===== config.mk =====
export PLATFORM = sky130hd
export DESIGN_NAME = dmem_arbiter
export DESIGN_NICKNAME = d
export VERILOG_FILES = /design/src/rtl/dmem_arbiter.sv
export SDC_FILE = /design/constraint.sdc
export NUM_CORES = 1
export LEC_CHECK = 0
export BUFFER_PORTS_ARGS = -buffer_cell sky130_fd_sc_hd__clkbuf_2
export CORE_MARGIN = 2
export CORE_UTILIZATION = 40
export DETAILED_ROUTE_END_ITERATION = 7
export PLACE_DENSITY = 0.74
export REMOVE_ABC_BUFFERS = 1
export SYNTH_ARGS = -nofsm -noshare
export SYNTH_HDL_FRONTEND = slang
export SYNTH_SLANG_ARGS = --single-unit

===== constraint.sdc =====
create_clock -name clock -period 1.6 [get_ports clock]
set_clock_uncertainty 0.05 [all_clocks]
set_input_delay 0.24 -clock clock [delete_from_list [all_inputs] [get_ports clock]]
set_output_delay 0.24 -clock clock [all_outputs]
set_load 0.05 [all_outputs]

===== src/rtl/dmem_arbiter.sv =====
// Two-master arbiter in front of the single-port data memory.
// One outstanding transaction: IDLE grants, ACCESS drives dmem, RESP holds the response.
module dmem_arbiter #(
  parameter int unsigned ADDR_WIDTH  = 11,
  parameter int unsigned ROUND_ROBIN = 1
) (
  input  logic        clock,
  input  logic        reset_n,
  input  logic        m0_req_valid,
  output logic        m0_req_ready,
  input  logic        m0_req_write,
  input  logic [31:0] m0_req_addr,
  input  logic [1:0]  m0_req_type,
  input  logic [31:0] m0_req_wdata,
  output logic        m0_resp_valid,
  input  logic        m0_resp_ready,
  output logic [31:0] m0_resp_rdata,
  output logic        m0_resp_error,
  input  logic        m1_req_valid,
  output logic        m1_req_ready,
  input  logic        m1_req_write,
  input  logic [31:0] m1_req_addr,
  input  logic [1:0]  m1_req_type,
  input  logic [31:0] m1_req_wdata,
  output logic        m1_resp_valid,
  input  logic        m1_resp_ready,
  output logic [31:0] m1_resp_rdata,
  output logic        m1_resp_error,
  output logic        mem_enable,
  output logic        mem_write_enable,
  output logic [31:0] mem_address,
  output logic [1:0]  mem_data_type,
  output logic [31:0] mem_input_data,
  input  logic [31:0] mem_output_data
);

  localparam int unsigned DW = 32;
  localparam int unsigned TW = 2;

  typedef enum logic [1:0] {
    ST_IDLE   = 2'd0,
    ST_ACCESS = 2'd1,
    ST_RESP   = 2'd2
  } state_e;

  state_e          state_q, state_d;
  logic            rr_q, rr_d;
  logic            id_q, id_d;
  logic            wr_q, wr_d;
  logic [DW-1:0]   addr_q, addr_d;
  logic [TW-1:0]   type_q, type_d;
  logic [DW-1:0]   wdata_q, wdata_d;
  logic [DW-1:0]   rdata_q, rdata_d;
  logic            err_q, err_d;

  logic            grant1_c;
  logic            acc_err_c;
  logic            mem_en_c;
  logic [DW-1:0]   load_data_c;

  // Master 1 wins when alone, or on a tie when the rotating pointer favours it.
  assign grant1_c  = m1_req_valid &&
                     (!m0_req_valid || ((ROUND_ROBIN != 0) && rr_q));
  assign acc_err_c = (type_q == 2'b11) || ((addr_q >> ADDR_WIDTH) != '0);

  always_comb begin
    load_data_c = '0;
    case (type_q)
      2'b00:   load_data_c = mem_output_data;
      2'b01:   load_data_c = {16'b0, mem_output_data[15:0]};
      2'b10:   load_data_c = {24'b0, mem_output_data[7:0]};
      default: load_data_c = '0;
    endcase
  end

  always_comb begin
    state_d      = state_q;
    rr_d         = rr_q;
    id_d         = id_q;
    wr_d         = wr_q;
    addr_d       = addr_q;
    type_d       = type_q;
    wdata_d      = wdata_q;
    rdata_d      = rdata_q;
    err_d        = err_q;
    m0_req_ready = 1'b0;
    m1_req_ready = 1'b0;
    mem_en_c     = 1'b0;
    case (state_q)
      ST_IDLE: begin
        if (m0_req_valid || m1_req_valid) begin
          m0_req_ready = !grant1_c;
          m1_req_ready = grant1_c;
          id_d    = grant1_c;
          wr_d    = grant1_c ? m1_req_write : m0_req_write;
          addr_d  = grant1_c ? m1_req_addr  : m0_req_addr;
          type_d  = grant1_c ? m1_req_type  : m0_req_type;
          wdata_d = grant1_c ? m1_req_wdata : m0_req_wdata;
          if (ROUND_ROBIN != 0) rr_d = !grant1_c;
          state_d = ST_ACCESS;
        end
      end
      ST_ACCESS: begin
        mem_en_c = !acc_err_c;
        rdata_d  = (!wr_q && !acc_err_c) ? load_data_c : '0;
        err_d    = acc_err_c;
        state_d  = ST_RESP;
      end
      ST_RESP: begin
        if (id_q ? m1_resp_ready : m0_resp_ready) state_d = ST_IDLE;
      end
      default: state_d = ST_IDLE;
    endcase
  end

  always_ff @(posedge clock) begin
    if (!reset_n) begin
      state_q <= ST_IDLE;
      rr_q    <= 1'b0;
      id_q    <= 1'b0;
      wr_q    <= 1'b0;
      addr_q  <= '0;
      type_q  <= '0;
      wdata_q <= '0;
      rdata_q <= '0;
      err_q   <= 1'b0;
    end else begin
      state_q <= state_d;
      rr_q    <= rr_d;
      id_q    <= id_d;
      wr_q    <= wr_d;
      addr_q  <= addr_d;
      type_q  <= type_d;
      wdata_q <= wdata_d;
      rdata_q <= rdata_d;
      err_q   <= err_d;
    end
  end

  // Enables are gated by reset_n so no negedge write can happen while reset is asserted.
  assign mem_enable       = mem_en_c && reset_n;
  assign mem_write_enable = mem_en_c && wr_q && reset_n;
  assign mem_address      = addr_q;
  assign mem_data_type    = type_q;
  assign mem_input_data   = wdata_q;

  assign m0_resp_valid = (state_q == ST_RESP) && !id_q;
  assign m1_resp_valid = (state_q == ST_RESP) && id_q;
  assign m0_resp_rdata = rdata_q;
  assign m1_resp_rdata = rdata_q;
  assign m0_resp_error = err_q;
  assign m1_resp_error = err_q;

endmodule


## After elaboration in Yosys (flattened, before gate mapping)

Index checks and enable logic that the tools add are counted.

- Equal/unequal tests: 7
- Multiplexer cells: 15
- Reductions and logical operators: 20

Operator list:

| kind | number |
|---|---|
| two-way mux 32 bit | 3 |
| one-hot mux 32 bit (3 select lines) | 1 |
| nonzero test 32 bit | 1 |
| logical AND 1 bit | 7 |
| two-way mux 1 bit | 7 |
| == test 2 bit, second input constant | 3 |
| two-way mux 2 bit | 3 |
| one-hot mux 2 bit (3 select lines) | 1 |
| logical NOT 1 bit | 5 |
| == test 2 x 1 -> 1 bit, second input constant | 2 |
| logical NOT 2 bit | 2 |
| != test 2 bit, second input constant | 2 |
| AND reduction 2 bit | 2 |
| logical OR 1 bit | 3 |

- Register bits: 104
- Input port bits: 172
- Output and inout bits: 138
- Logic and storage cells: 51

## Logic depth before layout (Yosys ltp)

- Word-level depth: 6
- Depth in mapped cells: 7
- Depth with buffers taken out: 3

## Least setup slack after synthesis

Ideal clock, no wire load.

- Kind: register to output
- Start point: reg type_q[1] (netlist: mem_data_type[1])
- End point: out mem_write_enable
- Data arrival time: 2.685 ns
- Data required time: 1.310 ns
- Path slack: -1.375 ns
- Cell stages (with the launch flop): 5
- Path buffers: 1
- Cell sequence: dfxtp_1 a211oi_2 nand2_1 buf_2 nor4_1

- Cells in the longest elaborated chain, start to end: 6

Ends and longest elaborated chain:

| what | line | source |
|---|---|---|
| start: declaration | 51 | `logic [TW-1:0] type_q, type_d;` |
| start signal: assignment | 133 | `type_q <= type_d;` |
| == test 2 bit | 64 | `assign acc_err_c = (type_q == 2'b11) \|\| ((addr_q >> ADDR_WIDTH) != '0);` |
| logical OR 1 bit | 64 |  |
| logical NOT 1 bit | 104 | `mem_en_c = !acc_err_c;` |
| two-way mux 1 bit | 89 | `case (state_q)` |
| logical AND 1 bit (2 in a row) | 142 | `assign mem_write_enable = mem_en_c && wr_q && reset_n;` |
| end: declaration | 30 | `output logic mem_write_enable,` |

No other way between the ends.

## Worst setup path in the final report

- Start point: reg addr_q[23] (netlist: mem_address[23])
- End point: out mem_write_enable

- Cells in the longest elaborated chain, start to end: 6

Ends and longest elaborated chain:

| what | line | source |
|---|---|---|
| start: declaration | 50 | `logic [DW-1:0] addr_q, addr_d;` |
| start signal: assignment | 132 | `addr_q <= addr_d;` |
| nonzero test 32 bit | 64 |  |
| logical OR 1 bit | 64 |  |
| logical NOT 1 bit | 104 |  |
| two-way mux 1 bit | 89 |  |
| logical AND 1 bit (2 in a row) | 142 |  |

No other way between the ends.

==> run_results.csv <==
group,metric,value,unit
finish,fillCellCount,1215,
cts,cts_max_level,3,
drt,drc,0,
logic_synthesis,synth_simple_gate_area_frac,0.2532,
critical_path,cp_slowest_cell,"nor4_2",
placed_design,port_buffers,309,
run_status,violations,"setup timing",
run_status,status,"finished, violations left",
floorplan,ios,310,
worst_hold_path,hold_path_class,"in -> reg",
finish,final_nets,1110,
power_and_ir_drop,p_switching,2990,uW
power_and_ir_drop,combPwrFrac,0.373,
logic_synthesis,synth_seq_cells,104,
drt,via_count,6554,
sta,timing.final.ws_setup,-0.5771,ns
floorplan,fp.dieW,121.3,um
finish,multi_input_area,0.002937,mm^2
logic_synthesis,synthAdderAreaFrac,0,
drt,wl_per_cell,18.49,um
flow_run,maxCapViolations,0,
logic_synthesis,synth_top_family_by_area,"simple AND/OR/NAND/NOR gates",
logic_synthesis,ys_types,39,
cts,clock-sinks,104,
critical_path,critPathMaxStageDelay,0.35,ns
global_route,grt_pass1_wl,29520,um
sta,hold_viol,0,
sta,slew_headroom,0.6144,
drt,drtIter0Drc,520,
cts,cts_tree,"built",
power_and_ir_drop,p_seq_frac,0.356,
sta,layout_min_cycle_time,2.177,ns
sta,max_slew.worst_pin.slew,0.5783,ns
global_route,grt_overflow,0,
power_and_ir_drop,p_per_area,1001,mW/mm^2
critical_path,critPathMaxFanout,2,
logic_synthesis,ys_warn_count,0,
sta,finalSetupViolCount,79,
logic_synthesis,synthCells,646,
critical_path,cp.required,1.31,ns
placed_design,dp_hpwl,13720,um
logic_synthesis,synth_compound_area_frac,0.2435,
floorplan,dieHeight,121.3,um
logic_synthesis,synth_xor_area_frac,0,
sta,slew_violations,0,
sta,rsz0062_at_grt,"yes",
critical_path,cp_top_family,"simple AND/OR/NAND/NOR gates",
finish,area_growth,48.42,%
sta,fmax,459.3,MHz
logic_synthesis,synth_mux_area_frac,0.001819,
critical_path,arrival,1.89,ns
floorplan,dieArea,0.01471,mm^2
placed_design,place.gp.congestion,0.8141,
floorplan,start_util,0.4124,
cts,cts.path.max_buffers,2,
power_and_ir_drop,peakVddDrop,0.0005334,V
placed_design,dp_slack,-0.3318,ns
cts,clk_latency,0.34,ns
global_route,grt_max_degree,49,
finish,layout_commonest_cell,"clkbuf_2",
power_and_ir_drop,clockPowerShare,0.272,
logic_synthesis,yosysSeqAreaShare,0.3783,
finish,final_layout_size_suffix_gt1_frac,0.4841,
logic_synthesis,syn_area,0.005504,mm^2
sta,tns,-4.964,ns
drt,ant_nets,0,
critical_path,path_class,"reg -> out",
critical_path,cp_num_buf_inv,3,
cts,path_clk_slew,0.07,ns
logic_synthesis,ys_async_sr_fraction,0,
finish,seq_area,0.002087,mm^2
logic_synthesis,synth_area_leaders,"dfxtp_1 38%, nand4_1 7.8%, nand3_1 7.7%",
sta,fin_crit_sh,1.361,
drt,via_per_inst,5.862,
finish,antenna_cells,0,
cts,root_buffer,"clkbuf_16",
logic_synthesis,avgSynthCellArea,8.520,um^2
critical_path,cp_common_cell,"buf_4",
logic_synthesis,synth_edf_count,0,
logic_synthesis,yosys_most_used_dff,"dfxtp_1",
global_route,grt_pass1_vias,5892,
cts,cts_buffers,9,
logic_synthesis,yosysTopAreaCell,"dfxtp_1",
critical_path,crit_chain,"nor4_4 > buf_4 > nand4_1 > nor4_2 > buf_4 > buf_12",
critical_path,cp-end-kind,"output port",
global_route,grt_usage,0.2526,
finish,final_cell_mix,"302 x clkbuf_2, 100 x dfxtp_1, 78 x nand3_1",
floorplan,core_area,0.01335,mm^2
power_and_ir_drop,leakagePower,0.003819,uW
global_route,antenna_found_initial,0,
power_and_ir_drop,p_sw_frac,0.3657,
logic_synthesis,synth.top_cell.area_share,0.3783,
power_and_ir_drop,p_int,5188,uW
cts,hold_buffers,0,
drt,drt_pass1_iterations,6,
floorplan,rows,42,
drt,drt-total-wl,20670,um
critical_path,worst_setup_path_start_kind,"flop",
==> timing repair <==
item                                    in CTS  in global routing
pin swaps                                    4                 46
endpoints found under the setup margin      16                 44
endpoints found under the hold margin        0                  0
resized for setup                           32                 52
buffers inserted                            10                 10
gates cloned                                 0                  9
==> synth_stat cells (18+ instances only) <==
cell type,count
a31oi_1,44
and3_1,23
and3b_1,26
buf_2,22
buf_4,36
clkbuf_1,41
dfxtp_1,104
nand3_1,85
nand4_1,69
o21ai_0,45
o21ai_1,26
o21bai_1,18
o311a_1,24
==> stage by stage <==
step           instances  hold slack (ns)  instance area, um^2  power [uW]    util
6_report            1118           0.1081                 8169        8178  0.6120
5_1_grt             1118           0.1045                 8169        8513  0.6120
4_1_cts             1102          0.08543                 7704        7893  0.5771
3_5_place_dp        1077           0.4136                 7206        5567  0.5398
3_3_place_gp        1077           0.4095                 7206        5554  0.5398
2_1_floorplan        531           0.3212                 4841        4469       -
==> final cells by class <==
cell class / instances / share of cell area
inverters: 4 / 0.002144
repair buffers: 396 / 0.3206
multi-input cells: 423 / 0.3595
clock inverters: 3 / 0.005208
flip-flops and latches: 104 / 0.2555
well taps: 176 / 0.02696
clock buffers: 12 / 0.03017
==> power groups by stage <==
stage	logic [uW]	registers [uW]	clock network [uW]
after floorplan	829	3640	0
after global placement	2610	2950	0
after detailed placement	2610	2960	0
after CTS	2720	2900	2270
after global routing	3210	2930	2370
final	3050	2910	2220
==> path summary, 6_finish.rpt <==
kind | startpoint | slack [ns] | cells after the start | endpoint
hold / removal | mem_output_data[7] | 0.11 | 3 | m0_resp_rdata[7]$_SDFFE_PN0N_
setup reg to reg | mem_address[23]$_SDFFE_PN0P_ | -0.30 | 7 | m0_resp_error$_SDFFE_PN0N_
hold reg to reg | m0_resp_rdata[13]$_SDFFE_PN0N_ | 0.42 | 2 | m0_resp_rdata[13]$_SDFFE_PN0N_
setup / recovery | mem_address[23]$_SDFFE_PN0P_ | -0.58 | 6 | mem_write_enable
==> worst reg2reg max path, delay by kind of cell (launching register included) <==
family | cells | cell delay, ns
flops | 1 | 0.34
simple gates | 2 | 0.41
buf+inv | 4 | 0.63
compound gates | 1 | 0.35
==> cells by family after synthesis <==
kind of cell / Yosys count
buf+inv: 119
compound gates: 198
flops: 104
mux: 1
simple gates: 224
==> metal layers <==
metal	wire length, um	global-route usage	vias up
li1	-	-	3026
met1	8239	0.3088	3098
met2	10200	0.4308	387
met3	1746	0.05263	43
met4	488	0.1042	0
met5	0	0	-
==> flip-flops by register name, indices dropped and copies added, names as in the netlist <==
signal / cells
mem_input_data: 32
state_q: 2
m0_resp_error: 1
rr_q: 1
mem_data_type: 2
mem_address: 32
m0_resp_rdata: 32
id_q: 1
wr_q: 1
Power figures use the tool's default switching activity.
